### src/rtl/imem_loader.sv
// rtl/imem_loader.sv - length-prefixed byte-stream loader for the instruction memory
//
// Purpose: receives a count byte N followed by 4*N big-endian data bytes over a
// valid/ready handshake. Each group of four bytes becomes one 32-bit write at
// consecutive word addresses. The core is held in reset while a load runs.
//
// Optional feature: define IMEM_LOADER_CHKSUM_EN to require one trailing byte.
// That byte must equal the XOR of all data bytes, or the load ends in error.
//
// Ports:
//   clk          system clock, rising edge
//   rst          asynchronous active-low reset
//   start        one-cycle pulse; begins a load from IDLE, DONE or ERR
//   in_data      stream byte
//   in_valid     in_data is valid
//   in_ready     loader accepts a byte this cycle
//   wr_en        one-cycle instruction-memory write strobe
//   wr_addr      word index being written, zero-extended to ADDR_W
//   wr_data      assembled instruction word
//   cpu_hold     core reset request; mirrors busy
//   busy         load in progress
//   done         last load succeeded; sticky until next start
//   err          last load failed; sticky until next start
//   words_loaded words written in the current or last load
module imem_loader #(
  parameter int unsigned DEPTH  = 64,
  parameter int unsigned ADDR_W = 32
) (
  input  logic              clk,
  input  logic              rst,
  input  logic              start,
  input  logic [7:0]        in_data,
  input  logic              in_valid,
  output logic              in_ready,
  output logic              wr_en,
  output logic [ADDR_W-1:0] wr_addr,
  output logic [31:0]       wr_data,
  output logic              cpu_hold,
  output logic              busy,
  output logic              done,
  output logic              err,
  output logic [6:0]        words_loaded
);

  typedef enum logic [2:0] {
    S_IDLE  = 3'd0,
    S_COUNT = 3'd1,
    S_DATA  = 3'd2,
`ifdef IMEM_LOADER_CHKSUM_EN
    S_CHK   = 3'd3,
`endif
    S_DONE  = 3'd4,
    S_ERR   = 3'd5
  } state_t;

  state_t            state_q, state_d;
  logic              in_ready_q, in_ready_d;
  logic              busy_q, busy_d;
  logic              done_q, done_d;
  logic              err_q, err_d;
  logic              wr_en_q, wr_en_d;
  logic [ADDR_W-1:0] wr_addr_q, wr_addr_d;
  logic [31:0]       wr_data_q, wr_data_d;
  logic [6:0]        words_q, words_d;
  logic [6:0]        idx_q, idx_d;    // word index of the word being assembled
  logic [6:0]        cnt_q, cnt_d;    // latched word count N
  logic [1:0]        bcnt_q, bcnt_d;  // byte position within the current word
  logic [23:0]       asm_q, asm_d;    // first three bytes of the current word
`ifdef IMEM_LOADER_CHKSUM_EN
  logic [7:0]        chk_q, chk_d;
`endif

  logic accept;
  logic bad_count;

  // in_ready is a flop, so the handshake never depends combinationally on inputs.
  assign accept    = in_valid && in_ready_q;
  assign bad_count = (in_data == 8'd0) || ({24'd0, in_data} > DEPTH);

  always_comb begin
    state_d    = state_q;
    in_ready_d = in_ready_q;
    busy_d     = busy_q;
    done_d     = done_q;
    err_d      = err_q;
    wr_en_d    = 1'b0;
    wr_addr_d  = wr_addr_q;
    wr_data_d  = wr_data_q;
    words_d    = words_q;
    idx_d      = idx_q;
    cnt_d      = cnt_q;
    bcnt_d     = bcnt_q;
    asm_d      = asm_q;
`ifdef IMEM_LOADER_CHKSUM_EN
    chk_d      = chk_q;
`endif

    case (state_q)
      S_IDLE, S_DONE, S_ERR: begin
        if (start) begin
          state_d    = S_COUNT;
          in_ready_d = 1'b1;
          busy_d     = 1'b1;
          done_d     = 1'b0;
          err_d      = 1'b0;
          words_d    = 7'd0;
          idx_d      = 7'd0;
          bcnt_d     = 2'd0;
`ifdef IMEM_LOADER_CHKSUM_EN
          chk_d      = 8'd0;
`endif
        end
      end

      S_COUNT: begin
        if (accept) begin
          if (bad_count) begin
            state_d    = S_ERR;
            err_d      = 1'b1;
            busy_d     = 1'b0;
            in_ready_d = 1'b0;
          end else begin
            // bad_count rules out N > DEPTH, so the low 7 bits hold all of N.
            cnt_d   = in_data[6:0];
            state_d = S_DATA;
          end
        end
      end

      S_DATA: begin
        if (accept) begin
`ifdef IMEM_LOADER_CHKSUM_EN
          chk_d = chk_q ^ in_data;
`endif
          asm_d  = {asm_q[15:0], in_data};
          bcnt_d = bcnt_q + 2'd1;
          if (bcnt_q == 2'd3) begin
            wr_en_d   = 1'b1;
            wr_addr_d = ADDR_W'(idx_q);
            wr_data_d = {asm_q, in_data};
            idx_d     = idx_q + 7'd1;
            words_d   = words_q + 7'd1;
            if (idx_q + 7'd1 == cnt_q) begin
`ifdef IMEM_LOADER_CHKSUM_EN
              state_d    = S_CHK;
`else
              state_d    = S_DONE;
              done_d     = 1'b1;
              busy_d     = 1'b0;
              in_ready_d = 1'b0;
`endif
            end
          end
        end
      end

`ifdef IMEM_LOADER_CHKSUM_EN
      S_CHK: begin
        if (accept) begin
          busy_d     = 1'b0;
          in_ready_d = 1'b0;
          if (in_data == chk_q) begin
            state_d = S_DONE;
            done_d  = 1'b1;
          end else begin
            state_d = S_ERR;
            err_d   = 1'b1;
          end
        end
      end
`endif

      default: begin
        state_d    = S_IDLE;
        in_ready_d = 1'b0;
        busy_d     = 1'b0;
      end
    endcase
  end

  always_ff @(posedge clk or negedge rst) begin
    if (!rst) begin
      state_q    <= S_IDLE;
      in_ready_q <= 1'b0;
      busy_q     <= 1'b0;
      done_q     <= 1'b0;
      err_q      <= 1'b0;
      wr_en_q    <= 1'b0;
      wr_addr_q  <= '0;
      wr_data_q  <= 32'd0;
      words_q    <= 7'd0;
      idx_q      <= 7'd0;
      cnt_q      <= 7'd0;
      bcnt_q     <= 2'd0;
      asm_q      <= 24'd0;
`ifdef IMEM_LOADER_CHKSUM_EN
      chk_q      <= 8'd0;
`endif
    end else begin
      state_q    <= state_d;
      in_ready_q <= in_ready_d;
      busy_q     <= busy_d;
      done_q     <= done_d;
      err_q      <= err_d;
      wr_en_q    <= wr_en_d;
      wr_addr_q  <= wr_addr_d;
      wr_data_q  <= wr_data_d;
      words_q    <= words_d;
      idx_q      <= idx_d;
      cnt_q      <= cnt_d;
      bcnt_q     <= bcnt_d;
      asm_q      <= asm_d;
`ifdef IMEM_LOADER_CHKSUM_EN
      chk_q      <= chk_d;
`endif
    end
  end

  assign in_ready     = in_ready_q;
  assign busy         = busy_q;
  assign cpu_hold     = busy_q;
  assign done         = done_q;
  assign err          = err_q;
  assign wr_en        = wr_en_q;
  assign wr_addr      = wr_addr_q;
  assign wr_data      = wr_data_q;
  assign words_loaded = words_q;

endmodule

### config.mk
export PLATFORM = sky130hd
export DESIGN_NAME = imem_loader
export DESIGN_NICKNAME = d
export VERILOG_FILES = /design/src/rtl/imem_loader.sv
export SDC_FILE = /design/constraint.sdc
export NUM_CORES = 1
export LEC_CHECK = 0
export ABC_AREA = 1
export ABC_CLOCK_PERIOD_IN_PS = 2200
export CAP_MARGIN = 40
export CORE_MARGIN = 5
export CORE_UTILIZATION = 53
export CTS_BUF_LIST = sky130_fd_sc_hd__clkbuf_4 sky130_fd_sc_hd__clkbuf_8
export DETAILED_ROUTE_END_ITERATION = 10
export PLACE_DENSITY_LB_ADDON = 0.05
export RECOVER_POWER = 25
export REMOVE_ABC_BUFFERS = 1
export SYNTH_ARGS = -nofsm -noshare
export SYNTH_HDL_FRONTEND = slang
export SYNTH_SLANG_ARGS = --single-unit
### constraint.sdc
create_clock -name clk -period 2.2 [get_ports clk]
set_clock_uncertainty 0.05 [all_clocks]
set_input_delay 0.22 -clock clk [delete_from_list [all_inputs] [get_ports clk]]
set_output_delay 0.22 -clock clk [all_outputs]
set_load 0.005 [all_outputs]
* Word-level counts from Yosys, hierarchy flattened
Cells that the tools add are included.
** Storage, ports and cells
- Output and inout bits :: 77
- Input bits :: 12
- Register bits after elaboration :: 93
- Logic and storage cells :: 80
** Cells by class
- Bitwise operators :: 1
- Multiplexer cells :: 35
- Magnitude comparators :: 1
- Reductions and logical operators :: 16
- Equal/unequal tests :: 12
- Add/sub/neg operators :: 3
** Operators with widths (number)
- $mux 7 :: 5
- $pmux 7 s2 :: 2
- $mux 3 :: 6
- $mux 1 :: 15
- $add 7x1->7 const B :: 2
- $ne 2x2->1 const B :: 6
- $reduce_and 5->1 :: 2
- $pmux 3 s3 :: 1
- $reduce_and 3->1 :: 3
- $gt 8x7->1 const B :: 1
- $logic_not 8->1 :: 1
- $reduce_and 4->1 :: 2
- $eq 7x7->1 :: 1
- $eq 3x3->1 const B :: 2
- $reduce_and 6->1 :: 1
- $mux 2 :: 2
- $pmux 1 s2 :: 2
- $pmux 2 s2 :: 1
- $reduce_bool 2->1 :: 2
- $eq 3x1->1 const B :: 1
- $eq 3x2->1 const B :: 1
- $logic_not 3->1 :: 1
- $pmux 1 s3 :: 1
- $reduce_or 3->1 :: 1
- other kinds (6) :: 6

* Logic depth before layout (Yosys ltp)
- Depth in word-level cells :: 6
- Mapped depth :: 14
- Gate-level depth less buffers :: 14

* Worst setup path before layout
Ideal clock, no wire load.
- Path type :: register -> register
- Start point :: register state_q[0]
- End point :: register wr_data_q[10], in the netlist wr_data[10]
- Period minus slack after synthesis :: 1.680 ns
- Data arrival time :: 1.509 ns
- Stages on the path, launching flop included :: 10
- Library setup time :: 0.121 ns
- Buffers on the path :: 1
- Path slack :: 0.520 ns
- Required time :: 2.029 ns
- Cell sequence :: dfrtp_1 nor3_4 inv_2 nor2_4 inv_4 nor2_8 inv_4 buf_2 nand2_1 o21ai_1
** Between the ends
- Longest elaborated chain between the ends :: 2
** RTL lines
- start, declared :: line 56 : state_t state_q, state_d;
- start signal, assigned :: line 200 : state_q <= state_d;
- $eq 3x2->1 :: line 98 : case (state_q)
- $reduce_and 3->1 (no line)
- end signal, assigned :: line 207 : wr_data_q <= wr_data_d;
- end, declared :: line 63 : logic [31:0] wr_data_q, wr_data_d;
No other way between the ends.
A chain may end at the register's enable or synchronous reset.

* Worst setup path after layout
- Start point :: register idx_q[0]
- End point :: register state_q[2]
** Between the ends
- Longest elaborated chain between the ends :: 4
** RTL lines
- start, declared :: line 65 : logic [6:0] idx_q, idx_d;
- start signal, assigned :: line 209 : idx_q <= idx_d;
- $add 7x1->7 :: line 143 : if (idx_q + 7'd1 == cnt_q) begin
- $eq 7x7->1 :: line 143
- $ne 2x2->1 (no line)
- $reduce_and 5->1 (no line)
No other way between the ends.

==> metrics <==
vias per cell about 4.8; hold path startpoint asm_q[6]; HP Class register to register; Multi-input gate area ~1400 um^2; via count ~3100; CP endpoint kind register; Critical R2R Launch idx_q[0]; Post-Syn Area slightly above 4000 um^2; crit path from idx_q[0]; Max Cap Viol 0; total power about 6.3 mW; PortBufs 63; fin crit share 0.848; vias in the first global route a little under 3000; Worst R2R Setup Slack roughly 330 ps; Final Hold Fails 0; Antenna Nets Post-Route 0; register area roughly 2300 um^2; Clk Latency, worst-skew pair 350 ps; Initial Util 0.541; Fin Hold WS approximately 420 ps; most frequent cells in the layout 150 x nand2_1, 93 x dfrtp_1, 62 x clkdlybuf4s50_1; synth unique cells 30; CP max FO 4; CTS tree yes; worst vdd ir between 0.7 and 0.8 mV; CP max stage cell dfrtp_1; Startpoint Class register; most common cell after layout, fill and taps aside nand2_1; Period minus WS final 1870 ps; residual DRC count 0; crit-path cells ha_1 -> nand2_1 -> nor2_1 -> nand2_1 -> nand2_1 -> nand2_1 -> nand2_1 -> nand2_1 -> nor2_1 -> nand2_1 -> nand2_1 -> nand2_1 -> nand2_1 -> o21ai_0; delay of the slowest critical-path stage approximately 400 ps; H-tree levels 3; total global-route track usage 0.182; highest clock rate 536 MHz; Syn-to-layout area delta 20.1%; RSZ-0062 raised after global routing false; outcome completed; leak pwr 2.47 nW; worst endpoint data arrival time approximately 2100 ps; Die Area between 9000 and 10000 um^2; GPL Wtd Cong around 0.8; max-slew violations 0; first-pass GRT wire length about 14 mm; largest net degree at the start of global routing 71; Row Count 32; Top delay family on crit path simple AND/OR/NAND/NOR gates; DRT iter0 DRCs 199; Buf/Inv on CP 0; initial antenna violation count 0; chip width a little under 100 um; CP most frequent cell nand2_1; CP required around 2400 ps; postcts setup bufs 0; post-detail-place hpwl around 6 mm; Synth Instances 471; PwrDens between 1000 and 1500 nW/um^2; layout cells sized above 1 0.0625; final WL ~8.4 mm; clock buffers created by TritonCTS 9; filler instances 660; worst rel slew slack 0.455; flops & latches, synth 93; Core Area roughly 7600 um^2; CTS max path bufs 2; routed length per placed instance 13.0 um; clk root buf clkbuf_8; ANT cells 0; fin nets ~550; Initial DRT Pass Iterations 4; mean area per synthesized cell 8.78 um^2; sequential area share after synthesis 0.563; I/O Pins around 90; Final Setup Violations 0; CTS Sinks 93; setup TNS 0 ps; Worst-Margin Slew 818 ps; global route total overflow 0; crit path kind register to register; Reg clk slew, reported paths roughly 90 ps; Ys Warns 0; Die Ht slightly below 100 um
-- cell type report --
cell class | count | area share
flip-flops and latches | 93 | 0.469
clock buffers | 11 | 0.0280
well taps | 102 | 0.0257
multi-input cells | 307 | 0.279
inverters | 55 | 0.0426
clock inverters | 5 | 0.0121
repair buffers | 73 | 0.144
-- final timing paths --
check | to | cells past startpoint
max in group asynchronous | asm_q[20] | 3
setup reg to reg | state_q[2] | 14
min in group asynchronous | wr_data[22] | 2
hold reg to reg | asm_q[14] | 2
setup / recovery | state_q[2] | 14
hold / removal | asm_q[14] | 2
-- kinds of logic (layout without fill, tap and decap cells) --
group | Yosys count | after routing | synth area share
AO/OA/AOI/OAI | 86 | 86 | 0.108
AND/OR/NAND/NOR | 190 | 190 | 0.188
flip-flops | 93 | 93 | 0.563
buffers and inverters | 95 | 144 | 0.124
other | 1 | 25 | 0.000907
adder cells (fa/ha/maj) | 3 | 3 | 0.00908
XOR/XNOR | 3 | 3 | 0.00635
-- through the flow --
step	utilization	std cells	instance area [um^2]	setup WS, ps
after floorplan	-	455	3920	85.7
after global placement	0.622	629	4760	218
after detailed placement	0.622	629	4760	49.5
after CTS	0.650	646	4970	328
after global routing	0.649	646	4970	24.3
final	0.649	646	4970	334
-- what timing repair did --
item / CTS / global route
hold endpoints to repair: 31 / 0
gates resized for setup: 0 / 0
hold buffers: 1 / 0
-- state kept, by name, summed over array words and instances (netlist names) --
name / cells
asm_q: 24
bcnt_q: 2
busy: 1
cnt_q: 7
done: 1
err: 1
idx_q: 7
state_q: 3
words_loaded: 7
wr_addr: 7
wr_data: 32
wr_en: 1
-- routing by layer --
| layer | wire length, um | track usage | vias to the layer above |
|---|---|---|---|
| li1 | - | - | 1565 |
| met1 | 3800 | 0.249 | 1432 |
| met2 | 4030 | 0.292 | 66 |
| met3 | 468 | 0.0464 | 7 |
| met4 | 75 | 0.0441 | 0 |
| met5 | 0 | 0 | - |
-- worst min-delay path, stage by stage (launching register included) --
cell	delay (ps)
dfrtp_1	350
nand2_1	50
o21ai_0	60
-- report_power, final --
part           internal [mW]  switching, mW  total, mW  leakage [nW]
sequential              2.38          0.386       2.76          1.17
combinational           1.22           1.16       2.38          1.20
clock                  0.555          0.583       1.14         0.101
total                   4.15           2.13       6.28          2.47
-- synthesized netlist by cell type --
cell / number / area [um^2]
nor3_4: 1 / 16.3
a31oi_1: 1 / 6.26
inv_2: 2 / 7.51
nand3_1: 15 / 75.1
o31ai_1: 1 / 7.51
nor2_4: 1 / 11.3
clkbuf_1: 4 / 15.0
nor3_1: 3 / 15.0
buf_6: 6 / 67.6
a21oi_1: 6 / 30.0
xor2_1: 1 / 8.76
o21ai_2: 1 / 8.76
and2_1: 1 / 6.26
o21ai_0: 42 / 210
o21a_1: 1 / 7.51
a22o_1: 1 / 8.76
buf_2: 2 / 10.0
inv_1: 51 / 191
o22ai_1: 3 / 18.8
buf_4: 28 / 210
nand4_1: 2 / 12.5
dfrtp_1: 93 / 2330
o21ai_1: 30 / 150
inv_4: 2 / 12.5
ha_1: 3 / 37.5
nor2_8: 1 / 20.0
nor2_1: 16 / 60.1
conb_1: 1 / 3.75
nand2_1: 150 / 563
xnor2_1: 2 / 17.5
Power figures use the tool's default switching activity.
